File: config.mk
export PLATFORM = sky130hd
export DESIGN_NAME = xpmwrap_sdpram_read_stream_flat
export DESIGN_NICKNAME = d
export VERILOG_FILES = /design/src/rtl/xpmwrap_sdpram_read_stream_if.sv /design/src/rtl/xpmwrap_sdpram_read_stream.sv /design/src/flat_wrapper.sv
export SDC_FILE = /design/constraint.sdc
export NUM_CORES = 1
export LEC_CHECK = 0
export CAP_MARGIN = 0
export CORE_MARGIN = 2
export CORE_UTILIZATION = 50
export DETAILED_ROUTE_END_ITERATION = 10
export MAX_ROUTING_LAYER = met4
export PLACE_DENSITY = 0.76
export SLEW_MARGIN = 20
export SYNTH_ARGS = -nofsm -noshare
export SYNTH_HDL_FRONTEND = slang
export SYNTH_SLANG_ARGS = --single-unit
File: constraint.sdc
create_clock -name clkb -period 2.2 [get_ports clkb]
set_input_delay 0.33 -clock clkb [delete_from_list [all_inputs] [get_ports clkb]]
set_output_delay 0.33 -clock clkb [all_outputs]
set_load 0.05 [all_outputs]
File: src/rtl/xpmwrap_sdpram_read_stream_if.sv
// Bundle of command, RAM port-B and output stream signals
// for the SDPRAM read-stream sequencer.
interface xpmwrap_sdpram_read_stream_if #(
   parameter int ADDR_WIDTH_B      = 6,
   parameter int READ_DATA_WIDTH_B = 32
) ();
   logic [ADDR_WIDTH_B-1:0]      cmd_addr;
   logic [ADDR_WIDTH_B:0]        cmd_len;
   logic                         cmd_valid;
   logic                         cmd_ready;
   logic [ADDR_WIDTH_B-1:0]      addrb;
   logic                         enb;
   logic                         regceb;
   logic [READ_DATA_WIDTH_B-1:0] doutb;
   logic [READ_DATA_WIDTH_B-1:0] m_data;
   logic                         m_valid;
   logic                         m_last;
   logic                         m_ready;
   logic                         busy;
   logic                         done;

   modport slave (
      input  cmd_addr, cmd_len, cmd_valid, doutb, m_ready,
      output cmd_ready, addrb, enb, regceb,
      output m_data, m_valid, m_last, busy, done
   );

   modport master (
      output cmd_addr, cmd_len, cmd_valid, doutb, m_ready,
      input  cmd_ready, addrb, enb, regceb,
      input  m_data, m_valid, m_last, busy, done
   );
endinterface

File: src/rtl/xpmwrap_sdpram_read_stream.sv
// Read-side sequencer for the byte-write SDPRAM wrapper:
// issues port-B reads under FIFO credit, streams words out.
module xpmwrap_sdpram_read_stream #(
   parameter int ADDR_WIDTH_B      = 6,
   parameter int READ_DATA_WIDTH_B = 32,
   parameter int READ_LATENCY_B    = 2,
   parameter int FIFO_DEPTH        = READ_LATENCY_B + 2
) (
   input logic clkb,
   input logic rstb_n,
   xpmwrap_sdpram_read_stream_if.slave bus
);
   localparam int AW = ADDR_WIDTH_B;
   localparam int DW = READ_DATA_WIDTH_B;
   localparam int L  = READ_LATENCY_B;
   localparam int PW = (FIFO_DEPTH > 1) ? $clog2(FIFO_DEPTH) : 1;
   localparam int CW = $clog2(FIFO_DEPTH + L + 1);

   localparam logic [1:0] S_IDLE  = 2'd0;
   localparam logic [1:0] S_ISSUE = 2'd1;
   localparam logic [1:0] S_DRAIN = 2'd2;
   localparam logic [1:0] S_FIN   = 2'd3;

   logic [1:0]    r_state;
   logic [AW-1:0] r_addr;
   logic [AW:0]   r_rem;
   logic [L-1:0]  r_pv;
   logic [L-1:0]  r_pl;
   logic [DW:0]   r_mem [FIFO_DEPTH];
   logic [PW-1:0] r_wp;
   logic [PW-1:0] r_rp;
   logic [CW-1:0] r_cnt;

   logic [CW-1:0] w_infl;
   logic          w_enb;
   logic          w_last_in;
   logic          w_push;
   logic          w_pop;
   logic          w_empty;
   logic [DW:0]   w_head;

   function automatic logic [PW-1:0] f_inc(input logic [PW-1:0] p);
      return (p == PW'(FIFO_DEPTH - 1)) ? '0 : p + 1'b1;
   endfunction

   // Count reads still travelling through the RAM latency.
   always_comb begin
      w_infl = '0;
      for (int i = 0; i < L; i++) begin
         w_infl = w_infl + CW'(r_pv[i]);
      end
   end

   assign w_enb     = (r_state == S_ISSUE) &&
                      ((r_cnt + w_infl) < CW'(FIFO_DEPTH));
   assign w_last_in = (r_rem == (AW+1)'(1));
   assign w_push    = r_pv[L-1];
   assign w_empty   = (r_cnt == '0);
   assign w_pop     = !w_empty && bus.m_ready;
   assign w_head    = r_mem[r_rp];

   assign bus.cmd_ready = (r_state == S_IDLE);
   assign bus.enb       = w_enb;
   assign bus.addrb     = r_addr;
   assign bus.regceb    = 1'b1;
   assign bus.m_valid   = !w_empty;
   assign bus.m_data    = w_empty ? '0 : w_head[DW-1:0];
   assign bus.m_last    = !w_empty && w_head[DW];
   assign bus.busy      = (r_state != S_IDLE);
   assign bus.done      = (r_state == S_FIN);

   // Command FSM with address and remaining-word tracking.
   always_ff @(posedge clkb or negedge rstb_n) begin
      if (!rstb_n) begin
         r_state <= S_IDLE;
         r_addr  <= '0;
         r_rem   <= '0;
      end else begin
         unique case (r_state)
            S_IDLE: begin
               if (bus.cmd_valid) begin
                  r_addr  <= bus.cmd_addr;
                  r_rem   <= bus.cmd_len;
                  r_state <= (bus.cmd_len == '0) ? S_FIN : S_ISSUE;
               end
            end
            S_ISSUE: begin
               if (w_enb) begin
                  r_addr <= r_addr + 1'b1;
                  r_rem  <= r_rem - 1'b1;
                  if (w_last_in) r_state <= S_DRAIN;
               end
            end
            S_DRAIN: begin
               if (w_pop && bus.m_last) r_state <= S_FIN;
            end
            S_FIN:   r_state <= S_IDLE;
            default: r_state <= S_IDLE;
         endcase
      end
   end

   // Shift {valid,last} alongside the RAM read latency.
   always_ff @(posedge clkb or negedge rstb_n) begin
      if (!rstb_n) begin
         r_pv <= '0;
         r_pl <= '0;
      end else begin
         r_pv[0] <= w_enb;
         r_pl[0] <= w_last_in;
         for (int i = 1; i < L; i++) begin
            r_pv[i] <= r_pv[i-1];
            r_pl[i] <= r_pl[i-1];
         end
      end
   end

   // Fall-through FIFO; credit keeps it from ever overflowing.
   always_ff @(posedge clkb or negedge rstb_n) begin
      if (!rstb_n) begin
         r_wp  <= '0;
         r_rp  <= '0;
         r_cnt <= '0;
         for (int i = 0; i < FIFO_DEPTH; i++) r_mem[i] <= '0;
      end else begin
         if (w_push) begin
            r_mem[r_wp] <= {r_pl[L-1], bus.doutb};
            r_wp        <= f_inc(r_wp);
         end
         if (w_pop) r_rp <= f_inc(r_rp);
         if (w_push && !w_pop) r_cnt <= r_cnt + 1'b1;
         else if (!w_push && w_pop) r_cnt <= r_cnt - 1'b1;
      end
   end
endmodule

File: src/flat_wrapper.sv
// flat-port wrapper written by rule: the top's interface ports become plain ports
module xpmwrap_sdpram_read_stream_flat 
#(
   parameter int ADDR_WIDTH_B      = 6,
   parameter int READ_DATA_WIDTH_B = 32,
   parameter int READ_LATENCY_B    = 2,
   parameter int FIFO_DEPTH        = READ_LATENCY_B + 2
)
  (clkb, rstb_n, bus_cmd_addr, bus_cmd_len, bus_cmd_valid, bus_doutb, bus_m_ready, bus_cmd_ready, bus_addrb, bus_enb, bus_regceb, bus_m_data, bus_m_valid, bus_m_last, bus_busy, bus_done);
  xpmwrap_sdpram_read_stream_if #(.ADDR_WIDTH_B(ADDR_WIDTH_B), .READ_DATA_WIDTH_B(READ_DATA_WIDTH_B)) bus_i ();
  input logic clkb;
  input logic rstb_n;
  input wire logic [$bits(bus_i.cmd_addr)-1:0] bus_cmd_addr;
  input wire logic [$bits(bus_i.cmd_len)-1:0] bus_cmd_len;
  input wire logic [$bits(bus_i.cmd_valid)-1:0] bus_cmd_valid;
  input wire logic [$bits(bus_i.doutb)-1:0] bus_doutb;
  input wire logic [$bits(bus_i.m_ready)-1:0] bus_m_ready;
  output wire logic [$bits(bus_i.cmd_ready)-1:0] bus_cmd_ready;
  output wire logic [$bits(bus_i.addrb)-1:0] bus_addrb;
  output wire logic [$bits(bus_i.enb)-1:0] bus_enb;
  output wire logic [$bits(bus_i.regceb)-1:0] bus_regceb;
  output wire logic [$bits(bus_i.m_data)-1:0] bus_m_data;
  output wire logic [$bits(bus_i.m_valid)-1:0] bus_m_valid;
  output wire logic [$bits(bus_i.m_last)-1:0] bus_m_last;
  output wire logic [$bits(bus_i.busy)-1:0] bus_busy;
  output wire logic [$bits(bus_i.done)-1:0] bus_done;
  assign bus_i.cmd_addr = bus_cmd_addr;
  assign bus_i.cmd_len = bus_cmd_len;
  assign bus_i.cmd_valid = bus_cmd_valid;
  assign bus_i.doutb = bus_doutb;
  assign bus_i.m_ready = bus_m_ready;
  assign bus_cmd_ready = bus_i.cmd_ready;
  assign bus_addrb = bus_i.addrb;
  assign bus_enb = bus_i.enb;
  assign bus_regceb = bus_i.regceb;
  assign bus_m_data = bus_i.m_data;
  assign bus_m_valid = bus_i.m_valid;
  assign bus_m_last = bus_i.m_last;
  assign bus_busy = bus_i.busy;
  assign bus_done = bus_i.done;
  xpmwrap_sdpram_read_stream #(.ADDR_WIDTH_B(ADDR_WIDTH_B), .READ_DATA_WIDTH_B(READ_DATA_WIDTH_B), .READ_LATENCY_B(READ_LATENCY_B), .FIFO_DEPTH(FIFO_DEPTH)) u_core (.clkb(clkb), .rstb_n(rstb_n), .bus(bus_i));
endmodule
# Word-level counts from Yosys, hierarchy flattened
# Cells that the tools add are included.
# Widths: inputs -> output; s select.
dict set report totals {
  regBits 158
  latch_bits 0
  mem_bits_rw 0
  rom_bits 0
  in_bits 49
  output_inout_bits 45
  n_memories 0
}
dict set report classes {
  add_sub_neg 8
  multipliers 0
  n_div 0
  magnitude_cmp 4
  eq_ne 10
  n_shift 0
  n_mux 23
  n_bitwise 2
  reduce_logical 18
}
# cell count
set ops {}
lappend ops {{$bwmux 132} 1}
lappend ops {{$mux 33} 3}
lappend ops {{$bmux 33 s2} 1}
lappend ops {{$demux 33 s2} 1}
lappend ops {{$mux 32} 1}
lappend ops {{$mux 2} 7}
lappend ops {{$mux 7} 2}
lappend ops {{$pmux 7 s2} 1}
lappend ops {{$mux 6} 2}
lappend ops {{$pmux 6 s2} 1}
lappend ops {{$eq 2x2->1 const B} 4}
lappend ops {{$pmux 2 s4} 1}
lappend ops {{$eq 7x1->1 const B} 1}
lappend ops {{$logic_and 1x1->1} 7}
lappend ops {{$logic_not 7->1} 1}
lappend ops {{$sub 7x1->7 const B} 1}
lappend ops {{$add 6x1->6 const B} 1}
lappend ops {{$ge 3x3->1 const B} 2}
lappend ops {{$mux 3} 2}
lappend ops {{$ne 2x1->1 const B} 3}
lappend ops {{$not 2->3} 2}
lappend ops {{$reduce_bool 2->1} 3}
lappend ops {{$add 2x1->2 const B} 2}
lappend ops {{$reduce_and 4->1} 1}
lappend ops {{12 further kinds} 14}

# Depth between registers and ports, before layout
# Gate-level depths: netlist of run 1.
dict set report logic_depth {
  depth_word 8
  ltp_mapped 9
  depth_no_buf 8
}

# Worst setup path before layout of run 1
# Ideal clock, no wire load.
dict set report synth_timing {
  kind {register to output}
  from {register u_core.r_pv[1]}
  to {output port bus_enb}
  arrival_ns 1.910
  setup_slack_ns -0.040
  stages_incl_launch_ff 6
  path_buffers 0
  cell_sequence {dfrtp_1 -> ha_1 -> ha_1 -> a31oi_4 -> xnor2_2 -> nor2_1}
}
dict set report synth_via {
  elab_chain_cells 4
}
# element line
set synth_rtl {}
lappend synth_rtl {{from (decl)} xpmwrap_sdpram_read_stream.sv:27} ;# logic [L-1:0] r_pv;
lappend synth_rtl {{from (signal, indexed assignment)} xpmwrap_sdpram_read_stream.sv:112} ;# r_pv[i] <= r_pv[i-1];
lappend synth_rtl {{$add 1x1->2} xpmwrap_sdpram_read_stream.sv:50} ;# w_infl = w_infl + CW'(r_pv[i]);
lappend synth_rtl {{$add 3x3->3} xpmwrap_sdpram_read_stream.sv:55} ;# ((r_cnt + w_infl) < CW'(FIFO_DEPTH));
lappend synth_rtl {{$lt 3x3->1} xpmwrap_sdpram_read_stream.sv:55}
lappend synth_rtl {{$logic_and 1x1->1} xpmwrap_sdpram_read_stream.sv:54} ;# assign w_enb = (r_state == S_ISSUE) &&
lappend synth_rtl {{to (decl)} flat_wrapper.sv:20} ;# output wire logic [$bits(bus_i.enb)-1:0] bus_enb;
# No other way between the ends.

# Worst setup path in the final report of run 1
dict set report layout_timing {
  from {register u_core.r_rp[0]}
  to {output port bus_m_data[12]}
}
dict set report layout_via {
  elab_chain_cells 5
}
# element line
set layout_rtl {}
lappend layout_rtl {{from (decl)} xpmwrap_sdpram_read_stream.sv:31} ;# logic [PW-1:0] r_rp;
lappend layout_rtl {{from (signal assigned)} xpmwrap_sdpram_read_stream.sv:130} ;# if (w_pop) r_rp <= f_inc(r_rp);
lappend layout_rtl {{$not 2->3 (implied by the code)} xpmwrap_sdpram_read_stream.sv:60} ;# assign w_head = r_mem[r_rp];
lappend layout_rtl {{$bmux 33 s2} xpmwrap_sdpram_read_stream.sv:60}
lappend layout_rtl {{$mux 33 (implied by the code) (2 in series)} xpmwrap_sdpram_read_stream.sv:60}
lappend layout_rtl {{$mux 32} xpmwrap_sdpram_read_stream.sv:67} ;# assign bus.m_data = w_empty ? '0 : w_head[DW-1:0];
lappend layout_rtl {{to (decl)} flat_wrapper.sv:22} ;# output wire logic [$bits(bus_i.m_data)-1:0] bus_m_data;
# No other way between the ends. The select of a mux whose other input is x is not followed.

==> results_dict.tcl, run 1 <==
set metrics [dict create \
    required_ps 1870 \
    num_rows 45 \
    timing.rr.end "u_core.r_rem[0]" \
    violations "setup timing" \
    syn_area_per_cell_um2 14.3 \
    die_area_mm2 0.0162 \
    synth_compound_gate_area_share 0.0435 \
    wirelength_um 17400 \
    holdWs_ps 342 \
    hp-class "reg -> reg" \
    setup_violations 33 \
    ios 94 \
    routabilityCongestion 0.856 \
    final_common_cell "dfrtp_1" \
    yosysWarnings 0 \
    grt_max_degree 57 \
    vias 4954 \
    detail_route.wl_per_cell_um 20.2 \
    placed_area_mm2 0.00920 \
    synth.area.mux_share 0.310 \
    grt_pass1_wl_um 27800 \
    cp-end-kind "output pin" \
    min_period_over_period 1.05 \
    start_util 0.507 \
    fp.dieW_um 127 \
    first_global_vias 5340 \
    num-fill-cells 1020 \
    clkLatencyLatePin_ps 420 \
    drc_errors 0 \
    ys_seq_area_frac 0.519 \
    synth_top_family_by_area "multiplexers" \
    synth_adder_area_share 0.0289 \
    whs_path_depth 0 \
    diodes 0 \
    ys_seq_elements 158 \
    cts_tree "yes" \
    status "complete, but fails checks" \
    rsz0062_at_grt "yes" \
    worstSetupStartpointType "flip-flop" \
    area_growth_pct 35.1 \
    ys.flop_type "dfrtp_1" \
    drv_cap 0 \
    relSlewSlack 0.646 \
    final_cell_mix "155 x dfrtp_1, 136 x mux2_2, 54 x clkdlybuf4s50_1" \
    synth-async-reset-ratio 1.00 \
    arrival_ps 1990 \
    syn_nets 599 \
    fp.coreArea_mm2 0.0150 \
    hold_path_startpoint "u_core.r_pl[0]" \
    path_max_fanout 5 \
    critPathKind "reg -> out" \
    clkTransAtPathRegs_ps 60 \
    maxSlewViolCount 0 \
    synth_xor_area_frac 0.00674 \
    nets 727 \
    setup_tns_ps -2820 \
    rr_startpoint "u_core.r_pv[0]" \
    clock_skew_ps 12.9 \
    root_buffer "clkbuf_16" \
    htree_levels 4 \
    r2r_cells 11 \
    synth_cell_type_count 51 \
    dp_hpwl_um 11000 \
    clkSinkCount 158 \
    antenna_found_initial 0 \
    whs_endpoint "u_core.r_pl[1]" \
    layout_setup_ws_ps -119 \
    ant_nets 0 \
    drt_iter0_markers 322 \
    routed_via_density 5.75 \
    grt_util_all_layers 0.229 \
    hold_viol 0 \
    worst_pin_slew_ps 529 \
    fmax_ghz 0.431 \
    yosys.area_share.simple 0.0624 \
    portBuffers 92 \
    overflow 0 \
    min_period_ps 2320 \
    finalInstanceArea_mm2 0.0103 \
    firstDrtPassIters 5 \
    cts_buffers 17 \
    drive_gt1_frac 0.504 \
    die_height_um 127 \
    netlist_instances 533 \
    synth_edf_count 0 \
    regToRegSetupSlack_ps 20 \
    clock_path_buffers 2 \
    syn_area_mm2 0.00761 \
]
## cells by family (layout without fill, tap and decap cells)
logic type / Yosys count / count (layout)
simple gates: 86 / 86
buf+inv: 49 / 190
mux: 177 / 177
compound gates: 40 / 40
other cells: 1 / 1
xor+xnor: 5 / 5
flops: 158 / 158
fa+ha+maj: 17 / 17
## registers in the layout, summed over array words and instances (netlist names)
| signal | cells |
|---|---|
| u_core.r_cnt | 3 |
| u_core.r_wp | 2 |
| u_core.bus.addrb | 6 |
| u_core.r_rem | 7 |
| u_core.r_rp | 2 |
| u_core.r_pl | 2 |
| u_core.r_pv | 2 |
| u_core.r_mem | 132 |
| u_core.r_state | 2 |
## critical path, stage by stage, from the launching register on
cell,delay (ps)
dfrtp_2,430
buf_12,160
buf_12,130
mux4_2,510
and2_4,190
buf_12,140
## worst max path at each step
stage                     from                end  slack (ps)  cells after the start
3_3_place_gp    u_core.r_pv[0]  u_core.r_state[0]         220                      6
2_1_floorplan  u_core.r_cnt[0]     bus_m_data[22]          40                      4
5_1_grt         u_core.r_rp[0]     bus_m_data[11]        -170                      5
3_5_place_dp   u_core.r_cnt[1]    u_core.r_cnt[2]         130                      8
4_1_cts         u_core.r_pv[0]            bus_enb        -170                      6
6_report        u_core.r_rp[0]     bus_m_data[12]        -120                      5
## through the flow
step,cells,utilization,worst slack [ps]
finish,862,0.684,-119
global route,862,0.684,-174
detailed placement,806,0.612,127
CTS,845,0.667,-168
global placement,806,0.612,221
floorplan,533,-,40.2
## layout make-up
class                   count  area (um2)  area share
inverters                  16        63.8     0.00620
multi-input cells         326        3590       0.349
repair buffers            142        1830       0.178
clock buffers              20         447      0.0434
flip-flops and latches    158        3960       0.385
clock inverters            12         161      0.0157
well taps                 188         235      0.0229
## cell usage after synthesis, drive strengths merged (2+ instances only)
master | instances | area (um2)
a211oi | 2 | 15.0
a21o | 2 | 15.0
a21oi | 4 | 23.8
a31oi | 7 | 73.8
a32o | 3 | 30.0
and2 | 33 | 206
and3 | 2 | 12.5
buf | 23 | 124
clkbuf | 10 | 37.5
dfrtp | 158 | 3950
ha | 16 | 200
inv | 15 | 56.3
mux2 | 138 | 1550
mux2i | 6 | 60.1
mux4 | 33 | 743
nand2 | 15 | 56.3
nand3 | 8 | 40.0
nand3b | 3 | 22.5
nor2 | 8 | 30.0
nor2b | 3 | 18.8
nor3 | 6 | 30.0
o21ai | 10 | 50.1
o2bb2ai | 2 | 17.5
or3 | 2 | 12.5
xnor2 | 2 | 25.0
xor2 | 3 | 26.3
## routing by layer
layer,global-route usage,vias up,wire length [um]
li1,-,2206,-
met1,0.296,2609,7630
met2,0.363,123,8820
met3,0.0553,16,710
met4,0.0666,0,246
met5,-,-,0
## timing repair
item / in CTS / in global routing
hold endpoints to repair: 46 / 0
hold buffers: 1 / 0
pin swaps: 2 / 8
resized for setup: 42 / 21
setup endpoints to repair: 34 / 39
setup buffers: 5 / 15
gates cloned: 1 / 3
Power of run 1 is left out: the tool's default activity adds up to more than one toggle a clock period on the data nets, which glitch-free logic cannot reach.
==> run 2, diff against run 1 <==
SLEW_MARGIN = not set   (was 20)
==> results of run 2 <==
Final layout, timing and power as in run 1 (identical DEF).
Power of run 2 is left out for the same reason.
==> run 3, diff against run 2 <==
SETUP_SLACK_MARGIN = 0.1   (was not set)
==> run 3 against run 2 <==
The run still ends with setup timing left; register-to-register slack improved by 50 ps; die area did not move; first-iteration DRC count fell by 19%; core utilization fell by 0.67 points; non-clock buffer count fell by 9; maximum frequency rose by 1.1%; critical path depth did not move; count of clock-buffer cells in the layout did not move.
==> results_dict.tcl, run 3 (synthesis results as in run 1) <==
set metrics [dict create \
    status "complete, but fails checks" \
    violations "setup timing" \
    ios 94 \
    area_growth_pct 33.8 \
    setup_violations 33 \
    cts_tree "yes" \
    nets 718 \
    drive_gt1_frac 0.508 \
    worst_pin_slew_ps 513 \
    hold_path_startpoint "u_core.r_pl[0]" \
    routabilityCongestion 0.880 \
    rr_startpoint "u_core.r_cnt[0]" \
    start_util 0.507 \
    clkLatencyLatePin_ps 420 \
    hold_viol 0 \
    regArea_mm2 0.00396 \
    overflow 0 \
    grt_util_all_layers 0.226 \
    root_buffer "clkbuf_16" \
    dp_slack_ps 66.4 \
    drc_errors 0 \
    stdcell_count 853 \
    antenna_found_initial 0 \
    drt_iter0_markers 262 \
    cts_buffers 17 \
    multi_input_area_mm2 0.00365 \
    detail_route.wl_per_cell_um 19.7 \
    min_period_ps 2290 \
    drv_cap 0 \
    grt_max_degree 54 \
    diodes 0 \
    maxSlewViolCount 0 \
    cp-end-kind "output pin" \
    die_area_mm2 0.0162 \
    clock_skew_ps 8.86 \
    vias 4899 \
    required_ps 1870 \
    fmax_ghz 0.436 \
    critPathKind "reg -> out" \
    regToRegSetupSlack_ps 70 \
    min_period_over_period 1.04 \
    die_height_um 127 \
    clkTransAtPathRegs_ps 60 \
    ant_nets 0 \
    wirelength_um 16800 \
    clock_path_buffers 2 \
    path_max_fanout 8 \
    largest_reg_flops 132 \
    routed_via_density 5.74 \
    htree_levels 4 \
    largest_register "u_core.r_mem" \
    num-fill-cells 1033 \
    portBuffers 92 \
    crit_start "u_core.r_rp[0]" \
    grt_pass1_wl_um 27900 \
    layout_setup_ws_ps -93.3 \
    arrival_ps 1960 \
    hp-class "reg -> reg" \
    final_common_cell "dfrtp_1" \
    num_rows 45 \
    final_cell_mix "154 x dfrtp_1, 136 x mux2_2, 51 x clkdlybuf4s50_1" \
    clkSinkCount 158 \
    relSlewSlack 0.655 \
    holdWs_ps 348 \
    dpl.cell_count 803 \
    fp.dieW_um 127 \
    dp_hpwl_um 10700 \
    firstDrtPassIters 4 \
    rsz0062_at_grt "yes" \
    first_global_vias 5460 \
    fp.coreArea_mm2 0.0150 \
    worstSetupStartpointType "flip-flop" \
]
==> run 3: cell type report <==
cell class / count / share of cell area
clock buffers: 20 / 0.0438
multi-input cells: 326 / 0.358
clock inverters: 12 / 0.00946
well taps: 188 / 0.0231
repair buffers: 133 / 0.171
inverters: 16 / 0.00602
flip-flops and latches: 158 / 0.389
==> run 3: critical path, cell delays in order, from the launching register on <==
cell and delay (ps):
dfrtp_2 440, buf_6 120, buf_12 130, mux4_2 530, and2_4 190, buf_12 140
==> run 3: final timing paths <==
path / endpoint / depth (start not counted)
worst max-delay path: bus_m_data[2] / 5
worst max register to register: u_core.r_cnt[2] / 8
worst min-delay path: u_core.r_pl[1] / 0
min in group asynchronous: u_core.r_mem[70] / 2
max in group asynchronous: u_core.r_cnt[0] / 3
worst min register to register: u_core.r_pl[1] / 0
==> run 3: metal layers <==
metal / share of wire / global-route usage
met1: 0.42 / 0.280
met4: 0.013 / 0.0672
met3: 0.036 / 0.0415
met2: 0.54 / 0.384
met5: 0 / -
==> run 3: per-stage QoR <==
step | setup TNS [ps] | cell area (um2) | util
after floorplan | 0 | 7620 | -
after global placement | 0 | 9210 | 0.613
after detailed placement | 0 | 9210 | 0.613
after CTS | -2600 | 10100 | 0.669
after global routing | -4290 | 10200 | 0.678
final | -1960 | 10200 | 0.678
==> run 3: timing repair <==
action                                  4_1_cts  5_1_grt
pin swaps                                     5        7
hold buffers                                  1        0
endpoints found under the setup margin       37       46
setup buffers                                 9        5
hold endpoints to repair                     50        0
cloned                                        2        1
resized for setup                            52       15
Power of run 3 is left out for the same reason.
